File: config.mk
export PLATFORM = sky130hd
export DESIGN_NAME = pcs_an_xmit_ctrl_flat
export DESIGN_NICKNAME = d
export VERILOG_FILES = /design/src/rtl/pcs_an_xmit_ctrl_if.sv /design/src/rtl/pcs_an_xmit_ctrl.sv /design/src/flat_wrapper.sv
export SDC_FILE = /design/constraint.sdc
export NUM_CORES = 1
export LEC_CHECK = 0
export BUFFER_PORTS_ARGS = -buffer_cell sky130_fd_sc_hd__buf_4
export CAP_MARGIN = 10
export CORE_UTILIZATION = 55
export CTS_BUF_LIST = sky130_fd_sc_hd__clkbuf_16
export DETAILED_ROUTE_END_ITERATION = 7
export GPL_TIMING_DRIVEN = 0
export PLACE_DENSITY = 0.8
export REMOVE_ABC_BUFFERS = 1
export SYNTH_ARGS = -nofsm -noshare
export SYNTH_HDL_FRONTEND = slang
export SYNTH_SLANG_ARGS = --single-unit
File: constraint.sdc
create_clock -name GTX_CLK -period 3 [get_ports GTX_CLK]
set_input_delay 0.3 -clock GTX_CLK [delete_from_list [all_inputs] [get_ports GTX_CLK]]
set_output_delay 0.3 -clock GTX_CLK [all_outputs]
set_load 0.005 [all_outputs]
File: src/rtl/pcs_an_xmit_ctrl_if.sv
// rtl/pcs_an_xmit_ctrl_if.sv - Receive/transmit path bundle for the auto-negotiation controller
//
// Purpose: bundles the per-cycle signals exchanged between the PCS receive/transmit
// ordered-set logic and the auto-negotiation transmit controller.
//
// Signals:
//   rx_config_valid  1   a newly received /C/ word is present on rx_config_reg
//   rx_config_reg    16  received config word
//   rx_idle          1   receive process reports /I/ this cycle
//   xmit             2   transmit mode: 00 IDLE, 01 CONFIGURATION, 10 DATA
//   tx_config_reg    16  config word handed to the transmit ordered-set generator
//
// Modports:
//   master  PCS side: drives the receive indications, observes the transmit mode
//   slave   controller side: consumes the receive indications, drives the transmit mode
interface pcs_an_xmit_ctrl_if;
  logic        rx_config_valid;
  logic [15:0] rx_config_reg;
  logic        rx_idle;
  logic [1:0]  xmit;
  logic [15:0] tx_config_reg;

  modport master (
    output rx_config_valid,
    output rx_config_reg,
    output rx_idle,
    input  xmit,
    input  tx_config_reg
  );

  modport slave (
    input  rx_config_valid,
    input  rx_config_reg,
    input  rx_idle,
    output xmit,
    output tx_config_reg
  );
endinterface

File: src/rtl/pcs_an_xmit_ctrl.sv
// rtl/pcs_an_xmit_ctrl.sv - 1000BASE-X style auto-negotiation transmit controller
//
// Purpose: runs the clause-37 style auto-negotiation handshake. It advertises the
// local ability word, tracks consecutive identical /C/ words from the partner,
// steps through ability / acknowledge / idle detection with a link timer, and
// selects the transmit mode (CONFIGURATION, IDLE, DATA).
//
// Parameters:
//   LINK_TIMER  link-timer duration in GTX_CLK cycles (2..65535)
//   MATCH_CNT   consecutive identical /C/ words required for a match (2..7)
//
// Ports:
//   GTX_CLK            in   sole clock, rising edge
//   RESET              in   asynchronous active-low reset
//   mr_an_enable       in   1 = negotiate, 0 = force link up
//   mr_restart_an      in   level, forces negotiation restart
//   mr_adv_ability     in   16  local advertised word (bit 14 ignored)
//   pcs                slave modport: rx_config_valid/rx_config_reg/rx_idle in,
//                      xmit/tx_config_reg out
//   mr_an_complete     out  negotiation finished, link usable
//   mr_lp_adv_ability  out  16  last matched partner word
//   an_state           out  3   current state encoding
module pcs_an_xmit_ctrl #(
  parameter int unsigned LINK_TIMER = 16,
  parameter int unsigned MATCH_CNT  = 3
) (
  input  logic              GTX_CLK,
  input  logic              RESET,
  input  logic              mr_an_enable,
  input  logic              mr_restart_an,
  input  logic [15:0]       mr_adv_ability,
  pcs_an_xmit_ctrl_if.slave pcs,
  output logic              mr_an_complete,
  output logic [15:0]       mr_lp_adv_ability,
  output logic [2:0]        an_state
);

  typedef enum logic [2:0] {
    AN_ENABLE          = 3'd0,
    AN_RESTART         = 3'd1,
    ABILITY_DETECT     = 3'd2,
    ACK_DETECT         = 3'd3,
    COMPLETE_ACK       = 3'd4,
    IDLE_DETECT        = 3'd5,
    LINK_OK            = 3'd6,
    AN_DISABLE_LINK_OK = 3'd7
  } state_e;

  localparam logic [1:0]  XMIT_IDLE   = 2'b00;
  localparam logic [1:0]  XMIT_CONFIG = 2'b01;
  localparam logic [1:0]  XMIT_DATA   = 2'b10;
  localparam logic [15:0] ACK_BIT     = 16'h4000;
  localparam logic [15:0] TIMER_LAST  = 16'(LINK_TIMER - 1);
  localparam logic [2:0]  MATCH_MAX   = 3'(MATCH_CNT);

  state_e      state_q, state_d;
  logic [15:0] timer_q, timer_d;
  logic [15:0] match_word_q, match_word_d;
  logic [2:0]  match_cnt_q, match_cnt_d;
  logic [2:0]  ack_hist_q, ack_hist_d;
  logic        an_enable_q, an_enable_d;
  logic [15:0] lp_q, lp_d;
  logic [1:0]  xmit_q, xmit_d;
  logic [15:0] tx_cfg_q, tx_cfg_d;
  logic        complete_q, complete_d;

  logic        link_timer_done;
  logic        ability_match;
  logic        acknowledge_match;
  logic        partner_restart;
  logic        enable_fell;
  logic        state_change;
  logic [15:0] rx_word_masked;

  always_comb begin
    link_timer_done   = (timer_q == TIMER_LAST);
    ability_match     = (match_cnt_q >= MATCH_MAX);
    // Acknowledge needs the ACK bit on the last three received words, not just
    // on the word that happens to be held for the match comparison.
    acknowledge_match = ability_match && (ack_hist_q == 3'b111);
    partner_restart   = ability_match && (match_word_q == 16'h0000);
    enable_fell       = an_enable_q && !mr_an_enable;
    rx_word_masked    = pcs.rx_config_reg & ~ACK_BIT;

    // Next-state selection; management restart overrides everything below.
    state_d = state_q;
    case (state_q)
      AN_ENABLE: begin
        state_d = mr_an_enable ? AN_RESTART : AN_DISABLE_LINK_OK;
      end
      AN_RESTART: begin
        if (link_timer_done) state_d = ABILITY_DETECT;
      end
      ABILITY_DETECT: begin
        if (ability_match && (match_word_q != 16'h0000)) state_d = ACK_DETECT;
      end
      ACK_DETECT: begin
        if (partner_restart) begin
          state_d = AN_ENABLE;
        end else if (acknowledge_match && (match_word_q == lp_q)) begin
          state_d = COMPLETE_ACK;
        end else if (ability_match && (match_word_q != lp_q)) begin
          state_d = AN_ENABLE;
        end
      end
      COMPLETE_ACK: begin
        if (partner_restart)      state_d = AN_ENABLE;
        else if (link_timer_done) state_d = IDLE_DETECT;
      end
      IDLE_DETECT: begin
        if (partner_restart)                         state_d = AN_ENABLE;
        else if (link_timer_done && pcs.rx_idle)     state_d = LINK_OK;
      end
      LINK_OK: begin
        if (partner_restart) state_d = AN_ENABLE;
      end
      AN_DISABLE_LINK_OK: begin
        if (mr_an_enable) state_d = AN_ENABLE;
      end
      default: state_d = AN_ENABLE;
    endcase
    if (mr_restart_an || enable_fell) state_d = AN_ENABLE;

    state_change = (state_d != state_q);

    // Link timer: restarted on entry to the timed states, saturates at done.
    timer_d = timer_q;
    if (state_change &&
        ((state_d == AN_RESTART) || (state_d == COMPLETE_ACK) || (state_d == IDLE_DETECT))) begin
      timer_d = 16'h0000;
    end else if (!link_timer_done) begin
      timer_d = timer_q + 16'd1;
    end

    // Match tracker: a word arriving on a transition edge is discarded with the
    // rest of the tracker so each state starts counting from scratch.
    match_word_d = match_word_q;
    match_cnt_d  = match_cnt_q;
    ack_hist_d   = ack_hist_q;
    if (state_change) begin
      match_word_d = 16'h0000;
      match_cnt_d  = 3'd0;
      ack_hist_d   = 3'b000;
    end else if (pcs.rx_config_valid) begin
      ack_hist_d = {ack_hist_q[1:0], pcs.rx_config_reg[14]};
      if (rx_word_masked == match_word_q) begin
        if (match_cnt_q < MATCH_MAX) match_cnt_d = match_cnt_q + 3'd1;
      end else begin
        match_word_d = rx_word_masked;
        match_cnt_d  = 3'd1;
      end
    end

    lp_d = lp_q;
    if ((state_q == ABILITY_DETECT) && (state_d == ACK_DETECT)) lp_d = match_word_q;

    an_enable_d = mr_an_enable;

    // Outputs are decoded from the next state so they change on the same edge
    // as the state register.
    xmit_d   = XMIT_DATA;
    tx_cfg_d = 16'h0000;
    case (state_d)
      AN_ENABLE, AN_RESTART: begin
        xmit_d = XMIT_CONFIG;
      end
      ABILITY_DETECT: begin
        xmit_d   = XMIT_CONFIG;
        tx_cfg_d = mr_adv_ability & ~ACK_BIT;
      end
      ACK_DETECT, COMPLETE_ACK: begin
        xmit_d   = XMIT_CONFIG;
        tx_cfg_d = mr_adv_ability | ACK_BIT;
      end
      IDLE_DETECT: begin
        xmit_d = XMIT_IDLE;
      end
      default: begin
        xmit_d = XMIT_DATA;
      end
    endcase
    complete_d = (state_d == LINK_OK);
  end

  always_ff @(posedge GTX_CLK or negedge RESET) begin
    if (!RESET) begin
      state_q      <= AN_ENABLE;
      timer_q      <= 16'h0000;
      match_word_q <= 16'h0000;
      match_cnt_q  <= 3'd0;
      ack_hist_q   <= 3'b000;
      an_enable_q  <= 1'b0;
      lp_q         <= 16'h0000;
      xmit_q       <= XMIT_CONFIG;
      tx_cfg_q     <= 16'h0000;
      complete_q   <= 1'b0;
    end else begin
      state_q      <= state_d;
      timer_q      <= timer_d;
      match_word_q <= match_word_d;
      match_cnt_q  <= match_cnt_d;
      ack_hist_q   <= ack_hist_d;
      an_enable_q  <= an_enable_d;
      lp_q         <= lp_d;
      xmit_q       <= xmit_d;
      tx_cfg_q     <= tx_cfg_d;
      complete_q   <= complete_d;
    end
  end

  assign an_state          = state_q;
  assign pcs.xmit          = xmit_q;
  assign pcs.tx_config_reg = tx_cfg_q;
  assign mr_an_complete    = complete_q;
  assign mr_lp_adv_ability = lp_q;

endmodule

File: src/flat_wrapper.sv
// flat-port wrapper written by rule: the top's interface ports become plain ports
module pcs_an_xmit_ctrl_flat 
#(
  parameter int unsigned LINK_TIMER = 16,
  parameter int unsigned MATCH_CNT  = 3
)
  (GTX_CLK, RESET, mr_an_enable, mr_restart_an, mr_adv_ability, mr_an_complete, mr_lp_adv_ability, an_state, pcs_rx_config_valid, pcs_rx_config_reg, pcs_rx_idle, pcs_xmit, pcs_tx_config_reg);
  pcs_an_xmit_ctrl_if pcs_i ();
  input  logic GTX_CLK;
  input  logic RESET;
  input  logic mr_an_enable;
  input  logic mr_restart_an;
  input  logic [15:0] mr_adv_ability;
  output logic mr_an_complete;
  output logic [15:0] mr_lp_adv_ability;
  output logic [2:0] an_state;
  input wire logic [$bits(pcs_i.rx_config_valid)-1:0] pcs_rx_config_valid;
  input wire logic [$bits(pcs_i.rx_config_reg)-1:0] pcs_rx_config_reg;
  input wire logic [$bits(pcs_i.rx_idle)-1:0] pcs_rx_idle;
  output wire logic [$bits(pcs_i.xmit)-1:0] pcs_xmit;
  output wire logic [$bits(pcs_i.tx_config_reg)-1:0] pcs_tx_config_reg;
  assign pcs_i.rx_config_valid = pcs_rx_config_valid;
  assign pcs_i.rx_config_reg = pcs_rx_config_reg;
  assign pcs_i.rx_idle = pcs_rx_idle;
  assign pcs_xmit = pcs_i.xmit;
  assign pcs_tx_config_reg = pcs_i.tx_config_reg;
  pcs_an_xmit_ctrl #(.LINK_TIMER(LINK_TIMER), .MATCH_CNT(MATCH_CNT)) u_core (.GTX_CLK(GTX_CLK), .RESET(RESET), .mr_an_enable(mr_an_enable), .mr_restart_an(mr_restart_an), .mr_adv_ability(mr_adv_ability), .pcs(pcs_i), .mr_an_complete(mr_an_complete), .mr_lp_adv_ability(mr_lp_adv_ability), .an_state(an_state));
endmodule
# Word level (Yosys, flattened, before mapping)
# Index checks and enable logic that the tools add are counted.
# classes
shifts	0
addsub	2
order_cmp	2
n_reduce_logical	22
div_mod_pow	0
mux	27
bitwise_logic	0
multipliers	0
n_eq_ne	22
# ops
cell	count
16-bit two-way mux	5
3-bit two-way mux	19
16-bit equality test	2
16-bit case mux with 2 select lines	1
3-bit equality test (second input constant)	8
3-bit case mux with 8 select lines	1
16-bit by 1-bit adder with 16-bit output (second input constant)	1
16-bit by 4-bit equality test with 1-bit output (second input constant)	1
16-bit zero test	1
16-bit != test	1
16-bit nonzero test	1
3-bit by 2-bit equality test with 1-bit output (second input constant)	4
1-bit logical AND	9
3-bit by 1-bit equality test with 1-bit output (second input constant)	2
3-bit zero test	2
5-bit OR reduction	1
2-bit case mux with 2 select lines	1
2-bit AND reduction	2
3-bit by 1-bit adder with 3-bit output (second input constant)	1
3-bit by 2-bit greater-or-equal comparator with 1-bit output (second input constant)	1
1-bit logical OR	3
3-bit by 2-bit less-than comparator with 1-bit output (second input constant)	1
3-bit by 2-bit != test with 1-bit output (second input constant)	1
3-bit != test	1
5 further kinds	5
# totals
regBits	77
latch_bits	0
out_inout_bits	38
romBits	0
input_bits	38
mem_count	0
elab_cells	85
mem_bits_rw	0

# Logic depth before layout (Yosys ltp)
# logic_depth
depth_word	12
ltp_mapped	11
ltp_nobuf	9

# Worst setup path before layout
# Ideal clock, no wire load.
# synth_path
path_type	register -> register
from	register u_core.match_cnt_q[0]
to	register u_core.lp_q[10] (netlist: u_core.mr_lp_adv_ability[10])
t_required_ns	2.875
path_buffers	1
arrival_time_ns	2.297
setup_time_ns	0.125
slack_ns	0.578
synth_period_minus_slack_ns	2.422
path_stages_with_launch	10
path_cell_list	dfrtp_1 -> ha_1 -> ha_1 -> a211oi_1 -> or4b_1 -> o22ai_2 -> o211ai_4 -> nor2_2 -> buf_4 -> mux2_2
# synth_between
elab_chain_len	9
elab_cells_between_ends	17
classes_between	order compare (1); eq/ne (1); mux (9); reduce/logical (6)
# synth_lines
item	line	rtl
start: declaration	pcs_an_xmit_ctrl.sv:59	logic [2:0] match_cnt_q, match_cnt_d;
start signal: assignment	pcs_an_xmit_ctrl.sv:201	match_cnt_q <= match_cnt_d;
3-bit by 2-bit greater-or-equal comparator with 1-bit output (*)	pcs_an_xmit_ctrl.sv:77	ability_match = (match_cnt_q >= MATCH_MAX);
1-bit logical AND (on tied branches)	pcs_an_xmit_ctrl.sv:102, pcs_an_xmit_ctrl.sv:80	
3-bit two-way mux or 1-bit logical AND (tied branches)	pcs_an_xmit_ctrl.sv:102, pcs_an_xmit_ctrl.sv:100	
3-bit two-way mux	pcs_an_xmit_ctrl.sv:100	end else if (acknowledge_match && (match_word_q == lp_q)) begin
3-bit two-way mux	pcs_an_xmit_ctrl.sv:98	if (partner_restart) begin
3-bit case mux with 8 select lines (*)	pcs_an_xmit_ctrl.sv:87	case (state_q)
3-bit two-way mux (*)	pcs_an_xmit_ctrl.sv:122	if (mr_restart_an || enable_fell) state_d = AN_ENABLE;
3-bit by 2-bit equality test with 1-bit output (*)	pcs_an_xmit_ctrl.sv:155	if ((state_q == ABILITY_DETECT) && (state_d == ACK_DETECT)) lp_d = match_word_q;
1-bit logical AND (*)	pcs_an_xmit_ctrl.sv:155	
end signal: assignment	pcs_an_xmit_ctrl.sv:204	lp_q <= lp_d;
end: declaration	pcs_an_xmit_ctrl.sv:62	logic [15:0] lp_q, lp_d;
# Every way passes the cells marked *; elsewhere a longest branch is shown, timed or not.
# A chain may end at the register's enable or synchronous reset.

# Worst setup path in the final report
# layout_path
from	register u_core.state_q[2] (netlist: u_core.an_state[2])
to	register u_core.match_cnt_q[0]
# layout_between
elab_chain_len	8
elab_cells_between_ends	26
classes_between	eq/ne (9); mux (14); reduce/logical (3)
# layout_lines
item	line	rtl
start: declaration	pcs_an_xmit_ctrl.sv:56	state_e state_q, state_d;
start signal: assignment	pcs_an_xmit_ctrl.sv:198	state_q <= state_d;
3-bit two-way mux	pcs_an_xmit_ctrl.sv:102	end else if (ability_match && (match_word_q != lp_q)) begin
3-bit two-way mux	pcs_an_xmit_ctrl.sv:100	
3-bit two-way mux	pcs_an_xmit_ctrl.sv:98	
3-bit case mux with 8 select lines	pcs_an_xmit_ctrl.sv:87	
3-bit two-way mux	pcs_an_xmit_ctrl.sv:122	
3-bit != test (*)	pcs_an_xmit_ctrl.sv:124	state_change = (state_d != state_q);
3-bit by 2-bit != test with 1-bit output (no source line) or 2-bit nonzero test (tied branches)	-	
2-bit AND reduction (no source line)	-	
# Marks and branches as above.

==> run summary <==
The flow ran to the end, and the final reports show no timing, DRC or antenna violations. The fraction of synthesized area in multiplexers is 0.0994. The number of buffer and inverter instances along the worst setup path is 0. The number of global-route vias before repair came to 3056. The final hold slack came out at 83.1 ps. The commonest cells after synthesis are dfrtp_1, xor2_1, nor2_1, a21oi_1, mux2i_1. Of the total synthesized cell area, the portion taken by full adders, half adders and majority gates is 0.00981. The iteration count of the initial detailed-routing pass came out at 4. The number of instances in the synthesized netlist is 357. The worst hold path belongs to the class in -> async. The number of DRC violations after detailed routing is 0.

The total clock sinks came out at 75. The max-capacitance violation count is 0. The largest area contributor in the synthesized netlist is dfrtp_1.

The maximum fanout along the worst path came out at 21. The die covers 7300 um^2. The routed design could run at a clock period as short as 2850 ps. After clock tree synthesis, the clock-pin slew on the worst setup and hold paths is 70 ps. The logic depth of the worst register-to-register path came out at 7. The HPWL after detailed placement is 5.63 mm. From bottom edge to top edge, the die measures 85.4 um. The cell count after placement is 494. Traced cell by cell, the critical path runs through or2_1, or4b_1, o22ai_2, o211ai_4, and2_1, a211o_4, a311oi_1. The post-synthesis share of cell area spent on xor and xnor gates came out at 0.0961. The register bit count reported by yosys came out at 75.

The slowest stage cell on the critical path is dfrtp_1. The basic-gate share of the synthesized area counting and, or, nand and nor cells came out at 0.137. The worst register-to-register path ends at u_core.match_cnt_q[0]$_DFFE_PN0P_. The horizontal die dimension came out at 85.4 um.

In this run the remaining antenna-violating nets after routing total 0. The share of synthesized area in the top cell type comes to 0.484. The arrival time reported for the critical path endpoint came out at 3080 ps. The number of standard cells in the layout, taps in and fillers out came out at 515.

The total core area came out at 6760 um^2. The leakage power of the design is 2.37 nW. The antenna diode count is 0. The leftover overflow at the end of global routing came out at 0. STA classifies the critical path startpoint as a register. The critical path is of the reg -> reg type. The net count of the finished layout is 471. The most used flip-flop cell after synthesis is dfrtp_1.

The startpoint of the lowest-slack register-to-register path is u_core.an_state[2]$_DFF_PN0_. Setup repair after global routing left no endpoint under its margin. For this run, the top clock speed supported by timing is 351 MHz.

The floorplan row count came out at 30. TritonCTS built the clock tree. The sum of routed wire length over all layers is 8.75 mm. The via count normalized by instance count came out at 5.85. The max-slew violation count came out at 0.

Headroom to the max-slew limit came out at 0.375. The fraction of the cycle the final worst path needs is 0.950. For this design the top-level I/O count stands at 76. The required time of the worst setup path came out at 3230 ps. The number of clock buffers inserted by TritonCTS came out at 9. In the post-synthesis netlist, the biggest area contributors are dfrtp_1, xor2_1, mux2i_1, mux2_2, nor2_1. The worst setup slack for register-to-register paths is 150 ps. The clock root buffer is clkbuf_16.

The initial core utilization is 0.566. In the global route stage, overall resource usage came out at 0.259. The first routing iteration left 167 violations.

The number of antenna violations at the first check in global routing came out at 0. The number of synthesized flops with an enable pin is 0. The clock insertion delay at the later pin of the skew report is 340 ps.

At the end of routability-driven placement, the weighted congestion stood at 0.869. Among all cell types in the netlist, the one instantiated most often is dfrtp_1. The share of the Yosys chip area taken by registers is 0.491. The combinational family with the most area after synthesis is simple AND/OR/NAND/NOR gates. The number of failing setup endpoints in the final timing report is 0. The number of warnings reported in the yosys synthesis log is 0. The async set-or-reset flop fraction in the synthesized netlist is 1.00.

The average cell area after synthesis is 10.7 um^2. The post-route clock skew is 8.39 ps. The slew at the pin closest to its max-slew limit came out at 937 ps. The area added between synthesis and finish is 25.4%.

The peak supply drop is 0.423 mV. For this design the ratio of total power to cell area is 748 nW/um^2. The compound-cell area share of the yosys netlist came out at 0.133. The maximum number of buffers from clock root to sink is 2. The total number of vias is 3012. The ratio of cells with drive above 1 in the final layout is 0.283.

The detail-routed net length per standard cell came out at 17.0 um. The cell area that synthesis handed to floorplanning was 3830 um^2. During placement, the flow inserted port buffers numbering 73. The number of distinct library cell variants in the gate-level netlist after synthesis came out at 55. The maximum number of pins on one net before global-route repair is 76.

The number of levels in the clock H-tree came out at 3. The final-report hold violation count came out at 0. Broken down by cell family, the worst path's largest delay share belongs to simple AND/OR/NAND/NOR gates. The first global-routing pass estimated 14.6 mm of wire. In this design, the stage delay of the slowest critical-path cell is 590 ps. STA classifies the critical path endpoint as a register.
==> kinds of logic (layout without fill, tap and decap cells) <==
| kind of cell | count (synthesis) | after routing |
|---|---|---|
| AND/OR/NAND/NOR | 101 | 101 |
| flip-flops | 75 | 75 |
| multiplexers | 36 | 36 |
| AO/OA/AOI/OAI | 73 | 73 |
| XOR/XNOR | 42 | 42 |
| other | 1 | 1 |
| buffers and inverters | 26 | 104 |
| adder cells (fa/ha/maj) | 3 | 3 |
==> area by class of cell <==
class,count,area [um^2]
fillers,463,1960
multi-input cells,256,1890
flip-flops and latches,75,1880
repair buffers,78,598
clock buffers,9,225
well taps,80,100
clock inverters,7,70.1
inverters,10,37.5
==> cell usage in the layout (no fill, tap or decap), types with 4 or more instances in the layout <==
cell type,instances
a21boi_0,13
a21boi_1,4
a21oi_1,22
and3_1,4
buf_4,77
clkbuf_16,9
dfrtp_1,74
inv_1,10
mux2_2,16
mux2i_1,20
nand2_1,14
nand2b_1,4
nand3_1,8
nand4_1,8
nor2_1,31
nor3_1,7
nor4_1,12
o21ai_0,9
xnor2_1,4
xor2_1,38
==> report_power, final <==
group / total (mW) / switching, mW / internal (mW)
Sequential: 1.48 / 0.250 / 1.23
Combinational: 1.06 / 0.506 / 0.554
Clock: 1.05 / 0.472 / 0.581
Total: 3.59 / 1.23 / 2.36
==> how the worst max path moves through the flow <==
stage	start	endpoint	slack [ps]	cells after the start
floorplan	u_core.timer_q[0]$_DFFE_PN0P_	u_core.timer_q[0]$_DFFE_PN0P_	330	8
global placement	u_core.timer_q[0]$_DFFE_PN0P_	u_core.timer_q[13]$_DFFE_PN0P_	-320	8
detailed placement	u_core.timer_q[0]$_DFFE_PN0P_	u_core.timer_q[0]$_DFFE_PN0P_	-400	8
CTS	u_core.match_word_q[3]$_DFFE_PN0P_	u_core.match_cnt_q[0]$_DFFE_PN0P_	20	7
global route	u_core.match_word_q[3]$_DFFE_PN0P_	u_core.pcs.tx_config_reg[7]$_DFF_PN0_	5	7
finish	u_core.an_state[2]$_DFF_PN0_	u_core.match_cnt_q[0]$_DFFE_PN0P_	150	7
==> per-stage QoR <==
stage / setup TNS [ps] / util / instance area (um^2) / setup WS (ps) / power (mW)
after floorplan: 0 / - / 3740 / 326 / 2.01
after global placement: -14880 / 0.649 / 4380 / -316 / 2.43
after detailed placement: -16280 / 0.649 / 4380 / -400 / 2.47
after CTS: 0 / 0.701 / 4740 / 18.2 / 3.56
after global routing: 0 / 0.710 / 4800 / 4.70 / 3.79
final: 0 / 0.710 / 4800 / 149 / 3.59
==> metal layers <==
layer	wire (um)	share of wire	up-vias	GRT usage
li1	-	-	1418	-
met1	3810	0.44	1502	0.331
met2	4340	0.50	82	0.425
met5	0	0	-	0
met3	471	0.054	10	0.0700
met4	129	0.015	0	0.0924
==> repair_timing <==
action | in CTS | in global routing
pin swaps | 1 | 1
setup buffers | 4 | 1
resized for setup | 5 | 5
hold buffers | 0 | 0
setup endpoints to repair | 68 | 53
(Power assumes the default switching activity.)
